<file path="src/rtl/alu_pkg.sv">
// ---------------------------------------------------------------------------
// alu_pkg
// Shared definitions for the ALU and the controller that drives it over the
// UART link. This package is used by both alu and alu_uart_ctrl.
//   - opcode constants for the eight supported operations
//   - controller state encoding (3-bit enum)
//   - bit positions inside the returned flag byte
//   - is_valid_op(): true when an opcode is one the ALU implements
// ---------------------------------------------------------------------------
package alu_pkg;

   localparam int OP_W = 6;

   localparam logic [OP_W-1:0] OP_ADD = 6'b100000;
   localparam logic [OP_W-1:0] OP_SUB = 6'b100010;
   localparam logic [OP_W-1:0] OP_AND = 6'b100100;
   localparam logic [OP_W-1:0] OP_OR  = 6'b100101;
   localparam logic [OP_W-1:0] OP_XOR = 6'b100110;
   localparam logic [OP_W-1:0] OP_SRA = 6'b000011;
   localparam logic [OP_W-1:0] OP_SRL = 6'b000010;
   localparam logic [OP_W-1:0] OP_NOR = 6'b100111;

   // Flag byte layout: {error, 5'b0, zero, overflow}
   localparam int FLG_OVF  = 0;
   localparam int FLG_ZERO = 1;
   localparam int FLG_ERR  = 7;

   typedef enum logic [2:0] {
      S_WAIT_A   = 3'd0,
      S_WAIT_B   = 3'd1,
      S_WAIT_OP  = 3'd2,
      S_EXEC     = 3'd3,
      S_TX_RES   = 3'd4,
      S_WAIT_RES = 3'd5,
      S_TX_FLG   = 3'd6,
      S_WAIT_FLG = 3'd7
   } state_t;

   // True for the eight opcodes the ALU implements; anything else is
   // reported back to the host as an error byte.
   function automatic logic is_valid_op(input logic [OP_W-1:0] op);
      case (op)
         OP_ADD, OP_SUB, OP_AND, OP_OR,
         OP_XOR, OP_SRA, OP_SRL, OP_NOR: is_valid_op = 1'b1;
         default:                        is_valid_op = 1'b0;
      endcase
   endfunction

endpackage

</file>
<file path="src/rtl/alu_uart_ctrl.sv">
// ---------------------------------------------------------------------------
// alu_uart_ctrl
// Byte-serial sequencer between the UART and the combinational ALU. Three
// received bytes (operand A, operand B, opcode) are latched onto the ALU
// ports; after one execute cycle the result and a flag byte are sent back
// through the UART transmitter, result first.
//
// Ports:
//   i_clk, i_reset        clock, synchronous active-high reset
//   i_rx_data/i_rx_valid  received byte and its one-cycle strobe
//   o_tx_data/o_tx_start  byte to transmit and its one-cycle request
//   i_tx_done             transmitter finished the current byte
//   o_data_a/o_data_b     ALU operands
//   o_operation_code      ALU opcode (low NB_OP bits of the third byte)
//   i_alu_result          ALU result
//   i_alu_overflow/zero   ALU flags
//   o_busy                high whenever not idle waiting for operand A
//   o_rx_drop             one-cycle pulse when a received byte is discarded
// ---------------------------------------------------------------------------
module alu_uart_ctrl
   import alu_pkg::*;
#(
   parameter int NB_DATA = 8,
   parameter int NB_OP   = 6
) (
   input  logic               i_clk,
   input  logic               i_reset,
   input  logic [NB_DATA-1:0] i_rx_data,
   input  logic               i_rx_valid,
   output logic [NB_DATA-1:0] o_tx_data,
   output logic               o_tx_start,
   input  logic               i_tx_done,
   output logic [NB_DATA-1:0] o_data_a,
   output logic [NB_DATA-1:0] o_data_b,
   output logic [NB_OP-1:0]   o_operation_code,
   input  logic [NB_DATA-1:0] i_alu_result,
   input  logic               i_alu_overflow,
   input  logic               i_alu_zero,
   output logic               o_busy,
   output logic               o_rx_drop
);

   state_t             state_q;
   state_t             state_d;
   logic [NB_DATA-1:0] result_q;
   logic [NB_DATA-1:0] flag_q;
   logic               tx_sel_flg_q;
   logic               op_ok;
   logic               rx_ignored;
   logic [NB_DATA-1:0] exec_result;
   logic [NB_DATA-1:0] exec_flags;

   // State register.
   always_ff @(posedge i_clk) begin
      if (i_reset) begin
         state_q <= S_WAIT_A;
      end else begin
         state_q <= state_d;
      end
   end

   // Next-state logic. tx_done only matters in the two wait-for-transmit
   // states; a done arriving during a TX_* cycle is deliberately lost.
   always_comb begin
      state_d = state_q;
      case (state_q)
         S_WAIT_A:   if (i_rx_valid) state_d = S_WAIT_B;
         S_WAIT_B:   if (i_rx_valid) state_d = S_WAIT_OP;
         S_WAIT_OP:  if (i_rx_valid) state_d = S_EXEC;
         S_EXEC:     state_d = S_TX_RES;
         S_TX_RES:   state_d = S_WAIT_RES;
         S_WAIT_RES: if (i_tx_done) state_d = S_TX_FLG;
         S_TX_FLG:   state_d = S_WAIT_FLG;
         S_WAIT_FLG: if (i_tx_done) state_d = S_WAIT_A;
         default:    state_d = S_WAIT_A;
      endcase
   end

   // State-decoded outputs. The start strobe is one cycle wide because each
   // TX_* state always exits after a single cycle.
   always_comb begin
      o_tx_start = (state_q == S_TX_RES) || (state_q == S_TX_FLG);
      o_busy     = (state_q != S_WAIT_A);
   end

   // Values captured at the end of EXEC. An unknown opcode yields a zero
   // result and an error-only flag byte; the ALU flags are then meaningless
   // and are masked off.
   always_comb begin
      op_ok       = is_valid_op(o_operation_code);
      exec_result = op_ok ? i_alu_result : '0;
      exec_flags  = '0;
      exec_flags[FLG_ERR]  = ~op_ok;
      exec_flags[FLG_ZERO] = op_ok & i_alu_zero;
      exec_flags[FLG_OVF]  = op_ok & i_alu_overflow;
   end

   // Bytes arriving while the controller is executing or transmitting are
   // thrown away rather than queued.
   always_comb begin
      rx_ignored = i_rx_valid &&
                   (state_q != S_WAIT_A) &&
                   (state_q != S_WAIT_B) &&
                   (state_q != S_WAIT_OP);
   end

   // Datapath registers. Operands and opcode only move on the edge that
   // accepts their byte, so the ALU inputs are stable throughout EXEC.
   always_ff @(posedge i_clk) begin
      if (i_reset) begin
         o_data_a         <= '0;
         o_data_b         <= '0;
         o_operation_code <= '0;
         result_q         <= '0;
         flag_q           <= '0;
         tx_sel_flg_q     <= 1'b0;
         o_rx_drop        <= 1'b0;
      end else begin
         if (i_rx_valid) begin
            case (state_q)
               S_WAIT_A:  o_data_a         <= i_rx_data;
               S_WAIT_B:  o_data_b         <= i_rx_data;
               S_WAIT_OP: o_operation_code <= i_rx_data[NB_OP-1:0];
               default:   ;
            endcase
         end
         if (state_q == S_EXEC) begin
            result_q     <= exec_result;
            flag_q       <= exec_flags;
            tx_sel_flg_q <= 1'b0;
         end
         if ((state_q == S_WAIT_RES) && i_tx_done) begin
            tx_sel_flg_q <= 1'b1;
         end
         o_rx_drop <= rx_ignored;
      end
   end

   // Transmit byte: both sources and the select are registers, and the
   // select only flips once the result byte has been fully sent, so the
   // byte is stable from start to done.
   always_comb begin
      o_tx_data = tx_sel_flg_q ? flag_q : result_q;
   end

endmodule

</file>
<file path="config.mk">
export PLATFORM = sky130hd
export DESIGN_NAME = alu_uart_ctrl
export DESIGN_NICKNAME = d
export VERILOG_FILES = /design/src/rtl/alu_pkg.sv /design/src/rtl/alu_uart_ctrl.sv
export SDC_FILE = /design/constraint.sdc
export NUM_CORES = 1
export LEC_CHECK = 0
export CAP_MARGIN = 5
export CORE_MARGIN = 4
export CORE_UTILIZATION = 40
export DETAILED_ROUTE_END_ITERATION = 10
export PLACE_DENSITY = 0.74
export SLEW_MARGIN = 20
export SYNTH_ARGS = -nofsm -noshare
export SYNTH_HDL_FRONTEND = slang
export SYNTH_SLANG_ARGS = --single-unit
</file>
<file path="constraint.sdc">
create_clock -name i_clk -period 1.1 [get_ports i_clk]
set_input_delay 0.22 -clock i_clk [delete_from_list [all_inputs] [get_ports i_clk]]
set_output_delay 0.22 -clock i_clk [all_outputs]
set_load 0.01 [all_outputs]
</file>
Yosys cells after proc, flatten, opt, wreduce, memory -nomap -nowiden. Index checks and enable logic that the tools add are counted.

Logic and storage cells: 57. Output and inout port bits: 33. Flip-flop bits (word level): 38. Bits of input ports: 22.

Eq/ne operators: 22. Muxes and demuxes: 11. Reductions and logical operators: 13. Bitwise operators: 3.

Operators with widths (number): $eq 6x6->1 const B (6); $pmux 3 s8 (1); $mux 8 (2); $mux 3 (5); $eq 3x3->1 const B (4); $eq 6x2->1 const B (2); $ne 2x2->1 const B (5); $reduce_or 8->1 (1); $eq 3x2->1 const B (2); $reduce_and 2->1 (3); $reduce_and 5->1 (1); $logic_and 1x1->1 (4); $eq 3x1->1 const B (1); $logic_not 3->1 (1); $mux 1 (3); $ne 3x1->1 const B (1); $ne 3x2->1 const B (1); $reduce_bool 3->1 (1); $and 1x1->1 (2); $reduce_bool 2->1 (1); $logic_or 1x1->1 (1); $not 1->1 (1).

Logic depth before layout (Yosys ltp). Gate-level depths: netlist of the first run.

Word-level depth: 4. Gate-level depth with buffers: 5. Gate-level depth less buffers: 3.

Least setup slack after synthesis of the first run. OpenSTA, ideal clock, no wires.

Path type: flip-flop to flip-flop. From: register state_q[2]. To: register o_data_a[4]. Setup time: 0.135 ns. Setup slack: -0.123 ns. Required time: 0.965 ns. Buffers on the path: 1. Period minus slack after synthesis: 1.223 ns. Data arrival time: 1.088 ns. Stages on the path, launching flop included: 5. Cells stage by stage: dfxtp_1 > or4b_1 > buf_2 > nand2_1 > a21oi_1.

Word-level cells in the longest chain between the ends: 2.

RTL lines: from (decl) (line alu_uart_ctrl.sv:43) `state_t state_q;`; from (signal assigned) (line alu_uart_ctrl.sv:58) `state_q <= state_d;`; $logic_not 3->1 (line alu_uart_ctrl.sv:120) `case (state_q)`; $reduce_and 2->1 (no source line); to (signal assigned) (line alu_uart_ctrl.sv:121) `S_WAIT_A: o_data_a <= i_rx_data;`; to (decl) (line alu_uart_ctrl.sv:33) `output logic [NB_DATA-1:0] o_data_a,`.

No other way between the ends. A chain may end at the register's enable or synchronous reset.

Worst setup path after layout of the first run.
From: register state_q[0]. To: register o_data_a[4].

The elaborated chain is that of the path after synthesis.

==> results of run 1 <==
[stage by stage]
step | area [um2] | setup slack, ns | util | total power [mW]
final | 2790 | -0.262 | 0.735 | 3.38
after global routing | 2790 | -0.313 | 0.735 | 3.51
after global placement | 2370 | -0.517 | 0.623 | 1.93
after detailed placement | 2370 | -0.553 | 0.623 | 1.93
after CTS | 2580 | -0.266 | 0.680 | 3.33
after floorplan | 1650 | -0.103 | - | 1.69
[cell usage after synthesis, drive strengths merged, types with 4 or more instances]
library cell  count
inv              21
nor2             15
o32ai            10
o21ai             4
dfxtp            38
mux2i             6
a21oi            19
buf              10
clkbuf            4
nand2            38
[layout make-up]
type | instances | area (um2) | share of cell area
clock buffer | 5 | 68.8 | 0.0247
clock inverter | 3 | 68.8 | 0.0247
inverter | 21 | 78.8 | 0.0283
timing repair buffer | 92 | 795 | 0.285
sequential | 38 | 788 | 0.283
tap | 48 | 60.1 | 0.0215
multi-input combinational | 112 | 931 | 0.334
[power breakdown]
part | switching, mW | leakage [nW] | total, mW | internal (mW)
combinational | 0.249 | 0.750 | 0.520 | 0.271
clock | 0.495 | 0.0683 | 1.40 | 0.908
sequential | 0.0327 | 0.317 | 1.46 | 1.42
total | 0.777 | 1.14 | 3.38 | 2.60
[worst paths after layout]
path	to	depth (start not counted)	startpoint	slack (ns)
setup / recovery	o_data_a[4]$_SDFFE_PP0P_	4	state_q[0]$_SDFFE_PP0P_	-0.26
hold / removal	o_data_b[3]$_SDFFE_PP0P_	2	o_data_b[3]$_SDFFE_PP0P_	0.46
setup reg to reg	o_data_a[4]$_SDFFE_PP0P_	4	state_q[0]$_SDFFE_PP0P_	-0.26
hold reg to reg	o_data_b[3]$_SDFFE_PP0P_	2	o_data_b[3]$_SDFFE_PP0P_	0.46
[kinds of logic after synthesis]
group | count (synthesis) | share of synthesized area
buf+inv | 35 | 0.0971
flops | 38 | 0.465
mux | 6 | 0.0367
simple gates | 70 | 0.217
compound gates | 36 | 0.184
[placed cells by master (no fill, tap or decap), drive strengths merged]
cell type / instances
nor3b: 2
or3: 1
o32ai: 10
mux2i: 6
nor3: 1
nand3b: 2
nor2: 15
clkbuf: 13
nand4bb: 1
clkinv: 1
dfxtp: 38
clkdlybuf4s15: 5
a31oi: 1
and3b: 1
clkdlybuf4s50: 21
or4b: 1
buf: 58
o2111ai: 1
nor2b: 2
inv: 21
nor4b: 2
nand2: 38
or2: 1
o21ai: 4
bufinv: 2
a221oi: 1
and4bb: 2
nand4b: 1
a21oi: 19
[registers in the layout, indices dropped and copies added (netlist names)]
signal	cells
result_q	8
o_data_a	8
o_operation_code	6
o_rx_drop	1
tx_sel_flg_q	1
flag_q	3
state_q	3
o_data_b	8
[critical path: stages (launching register included)]
cell	delay, ns
sky130_fd_sc_hd__dfxtp_4	0.36
sky130_fd_sc_hd__buf_6	0.11
sky130_fd_sc_hd__or4b_4	0.61
sky130_fd_sc_hd__nand2_1	0.10
sky130_fd_sc_hd__a21oi_1	0.06
[repair_timing]
action	in CTS	in global routing
gates resized for setup	140	71
hold endpoints to repair	0	0
buffers inserted	1	10
cloned	1	0
setup endpoints to repair	70	69
pin swaps	15	18
hold buffers	0	0
[per-layer routing]
metal	global-route usage	vias up	share of wire
met5	0	-	0
met4	0.0626	0	0.021
met3	0.0416	10	0.047
met2	0.287	40	0.51
met1	0.205	746	0.42
li1	-	786	-
==> run summary, run 1 <==
The number of antenna violations at the first check in global routing is 0. The count of TritonRoute iterations in the first routing pass is 4. The power density of the placed cells came out at 1210 nW/um2.

The iteration-0 DRC count of the detailed router came out at 48. The tree is rooted in a sky130_fd_sc_hd__clkbuf_8. The share of synthesized registers carrying an async set or reset came out at 0. The fmax came out at approximately 730 MHz. The combined area of all synthesized cells is 1640 um2. After detailed routing, the number of vias per cell comes to 4.96.

The number of diodes added for antenna fixing came out at 0. The average cell area after synthesis is 8.85 um2. The portion of the clock cycle consumed by the worst path in the final layout came out at 1.24.

Clock latency on the worst-skew pair, taken at its later pin, is 0.29 ns. In the final timing run, aggregate negative setup slack is -8.98 ns. 55 I/O pins were placed. The number of CTS-inserted buffers came out at 5. The number of standard cells after synthesis came out at about 190. The number of global-route vias before repair came out at 1470. The overall die height is between 70 and 80 um.

The number of distinct library cell variants in the gate-level netlist after synthesis came out at 30. The global-route wire length before repair is between 6000 and 7000 um. The measured slew at the worst slew-check pin is 0.325 ns. The total length of routed wires is 4660 um. The normalized max-slew margin came out at 0.784. In this run, synthesis produced a sequential element count of 38. For the final database, setup skew stands at 0.00854 ns.

In this run the remaining antenna-violating nets after routing total 0. The run finished, with violations left. The die covers 5180 um2. For this design, the sink count on the clock tree is 38.

Of the cells placed in the final design, the portion with a size suffix greater than 1 is 0.520. For this run, the post-layout net count is approximately 290. Across all hold checks on the routed design, the worst slack comes to 0.456 ns. The count of vias placed by the detailed router is 1582. The core box area came out at ~3800 um2. The total of max-cap violations is 0. The count of endpoints failing hold in the final timing report came out at 0. The layout has about 270 filler cells. STA classifies the critical path endpoint as a register. In the routed design, unresolved DRC markers number 0.

Setup repair after global routing could not meet its margin everywhere. Setup violations remaining at the end of the flow were counted as 48. The final worst setup slack is -0.262 ns. The kind of critical path is register to register. The share of Yosys cell area claimed by the top area cell type came out at 0.465. The post-synthesis sequential area ratio is 0.465. The maximum net fanout on the critical path came out at 8.

Sorting the synthesized cells by area gives the leading types as sky130_fd_sc_hd__dfxtp_1 (46%), sky130_fd_sc_hd__o32ai_2 (9.9%), sky130_fd_sc_hd__nand2_1 (8.7%). For the worst setup path, the data required time is 1.27 ns. The synthesized design spends more area on one cell type than any other, namely sky130_fd_sc_hd__dfxtp_1. The startpoint type of the worst setup path is a register. The arrival time at the worst endpoint is 1.53 ns.

The path class of the tightest hold or removal check is register to register. The number of enable-type register cells in the synthesized netlist is 0. The maximum buffer depth of the clock tree came out at 2. The global-route congestion overflow total came out at 0. The wire-length estimate of the detail-placed layout is between 2000 and 3000 um. Yosys printed 0 warnings. The initial standard-cell utilization of the core came out at 0.431. The count of placed standard cells in the final layout, fillers left out came out at 319. The pin count of the biggest net entering global routing is 27. The horizontal die dimension came out at between 70 and 80 um. Across every metal layer, demand over resource in global routing totals 0.168. The number of H-tree levels is 2.

Synthesis produced a netlist with a net count of between 200 and 250. The final-report max-slew violation count is 0. In this run the static leakage power is 1.14 nW. The routed wirelength normalized by instance count came out at around 15 um. The maximum vdd ir drop came out at just under 0.7 mV. At the end of routability-driven placement, the weighted congestion stood at between 0.8 and 0.9. The checks that failed: negative setup slack. The cell count after placement came out at 299. After clock tree synthesis, the clock-pin slew on the worst setup and hold paths is 0.08 ns. The site row count is 22.

The final critical delay including setup and external delays came out at 1.36 ns. The CTS tree is done. The most instantiated flip-flop cell in the synthesis netlist is sky130_fd_sc_hd__dfxtp_1. The count of buffers added on input and output ports is 54. The layout-stage area growth over the synthesis result came out at 70.5%.
Note: power is estimated with default switching activity, not from simulation.
==> run 2: changes to the inputs <==
CORE_UTILIZATION = 48   (was 40)
PLACE_DENSITY = 0.84   (was 0.74)
clock period = 1.68 ns   (was 1.1 ns; I/O delays follow)
==> run 2 against run 1 <==
  * The run now ends clean
  * Die area shrank 15%
  * Combinational power shrank 48%
  * Total power shrank 50%
==> run summary, run 2 (synthesized netlist as in run 1, its figures left out) <==
The number of cells on the worst hold path came out at 2. The required time of the worst setup path is between 1 and 1.5 ns. After floorplanning, the core was sized to cover 3150 um2. The iteration-0 DRC count of the detailed router is 104.

The first global-routing pass estimated 6180 um of wire. The internal reg-to-reg setup slack is 0.15 ns. Compared with the post-synthesis result, the final layout area differs by 40.0%. The largest registers in the layout are o_data_a: 8 flops, o_data_b: 8 flops, result_q: 8 flops. For this block, wires on met1 add up to 1610 um. The worst stage delay on the critical path is 0.58 ns. The overall fraction of global-route tracks in use is 0.185. The final weighted congestion in routability-driven placement came out at approximately 0.77.

The portion of the clock cycle consumed by the worst path in the final layout is 0.969. After detailed routing, the total wire length is roughly 3800 um. The count of vias placed by the detailed router came out at about 1400.

The tightest hold margin came out at 0.462 ns. The static leakage power is 0.904 nW. The count of antenna-violating nets left after detailed routing came out at 0.

The normalized max-slew margin came out at 0.784. The longest clock path from root to sink contains 2 buffers. The count of TritonRoute iterations in the first routing pass is 4. The worst setup path is captured at an output pin. The initial standard-cell utilization of the core is 0.519. The number of global-route vias before repair is 1369. In the layout the commonest cells are sky130_fd_sc_hd__clkdlybuf4s50_1 (43), sky130_fd_sc_hd__nand2_1 (38), sky130_fd_sc_hd__dfxtp_1 (36), sky130_fd_sc_hd__inv_1 (21), sky130_fd_sc_hd__a21oi_1 (19). The count of endpoints failing hold in the final timing report came out at 0. The worst setup path is launched from a register.

The final critical delay including setup and external delays came out at roughly 1.6 ns. The number of cells on the worst reg-to-reg path is 4. The kind of critical path is register to output pin. The maximum vdd ir drop came out at 0.429 mV. The filler cells instantiated in the layout total approximately 260. The clock drives 38 sinks. The power density of the placed cells came out at 738 nW/um2. The number of diodes added for antenna fixing is 0.

The maximum net fanout on the critical path is 4. Among cell families on the critical path, the largest total delay comes from buffers and inverters. The floorplan step defined a die boundary enclosing about 4400 um2. The post-CTS clock slew at the launch and capture registers of the worst setup and hold paths came out at about 0.11 ns. The post-CTS resize count is 13. Tracing the worst setup path back leads to its startpoint at o_operation_code[5]$_SDFFE_PP0P_.

In this run the clock root is driven by a sky130_fd_sc_hd__clkbuf_4. The overall die height is 66.4 um. The count of boundary I/O pins is 55. For this run, the share of the core covered by cells in the final layout is 0.727. The fraction of layout instances using a drive strength above 1 came out at 0.135.

The combined flip-flop and latch cell area is approximately 770 um2. TritonCTS built the clock tree. The number of hold buffers added after CTS was 0. The total overflow left after global routing is 0. The startpoint identified for the worst hold timing path is o_data_b[6]$_SDFFE_PP0P_. The placed wire-length estimate after detailed placement is 2860 um. STA puts the critical path data arrival time at 1.29 ns.

The routed wirelength normalized by instance count is 13.3 um. The number of CTS-inserted buffers came out at 5. The fmax came out at around 610 MHz. The number of endpoints failing setup at the final stage came out at 0. The buffering stage count on the worst path with inverters included came out at 1. The worst register-to-register path begins at state_q[2]$_SDFFE_PP0P_. The count of unresolved DRC violations after routing came out at 0. The final-report max-slew violation count is 0. The met2 routed wirelength is a little over 2000 um. The highest layer used for signal routing is met4. Buffers added to address setup during post-CTS repair amount to 0. Setup repair after global routing left no endpoint under its margin. For hold timing, the worst endpoint is o_data_b[6]$_SDFFE_PP0P_. The clock skew after layout is around 0.0069 ns.

In this run the tool buffered the top-level ports with 54 buffer cells. The flow ran to the end, and the final reports show no timing, DRC or antenna violations. The number of vias per cell after detailed routing came out at 4.96.

Wire segments on met3 add up to around 120 um in the final route. The pin count of the biggest net entering global routing came out at 30. Max-cap violations in this run came to 0. For this design, the slowest cell found on the critical path is sky130_fd_sc_hd__clkdlybuf4s50_1. The reg-to-reg critical path endpoint is o_data_a[7]$_SDFFE_PP0P_. Summing all multi-input logic gate instances after layout gives 717 um2. The site row count came out at 20. Measured along the x axis, the die boundary spans ~66 um.

The number of antenna violations at the first check in global routing is 0. The worst min-delay path category is register to register. The measured slew at the worst slew-check pin came out at 0.325 ns. Leaving out fill and tap cells, the most frequent cell in the layout is sky130_fd_sc_hd__clkdlybuf4s50_1. For the worst-skew pair, the clock arrives at the later sink with an insertion delay of 0.33 ns.

The signal on the critical path passes through clkdlybuf4s50_1. The number of H-tree levels is 2. The number of nets in the finished design is 265.
run 2: final cells by class:
type                            instances  area share
Timing Repair Buffer                   65       0.268
Inverter                               21      0.0344
Sequential cell                        38       0.334
Clock buffer                            7      0.0240
Clock inverter                          1     0.00218
Tap cell                               44      0.0240
Multi-Input combinational cell        112       0.313
run 2: through the flow:
| step | cells | cell area (um2) | total power [mW] | worst slack (ns) | TNS (ns) |
|---|---|---|---|---|---|
| floorplan | 185 | 1640 | 1.10 | 0.457 | 0 |
| global placement | 280 | 2230 | 1.24 | -0.0443 | -0.329 |
| detailed placement | 280 | 2230 | 1.24 | -0.0717 | -0.528 |
| CTS | 288 | 2290 | 1.71 | 0.0147 | 0 |
| global route | 288 | 2290 | 1.78 | 0.00000633 | 0 |
| finish | 288 | 2290 | 1.69 | 0.0519 | 0 |
run 2: power by group:
part	switching [mW]	internal (mW)	leakage (nW)
registers	0.0184	0.929	0.310
logic	0.127	0.145	0.559
clock network	0.269	0.203	0.0353
total	0.414	1.28	0.904
run 2: worst max path at each step:
stage / endpoint / slack [ns] / cells past startpoint
global route: o_operation_code[1] / 0.000006 / 1
CTS: o_busy / 0.01 / 2
floorplan: o_data_a[4]$_SDFFE_PP0P_ / 0.46 / 4
global placement: o_data_a[6]$_SDFFE_PP0P_ / -0.04 / 4
detailed placement: o_data_a[2]$_SDFFE_PP0P_ / -0.07 / 4
finish: o_operation_code[5] / 0.05 / 1
run 2: routing by layer:
layer | up-vias | track usage
li1 | 726 | -
met1 | 671 | 0.215
met2 | 26 | 0.327
met3 | 5 | 0.0374
met4 | 0 | 0.0761
met5 | - | 0
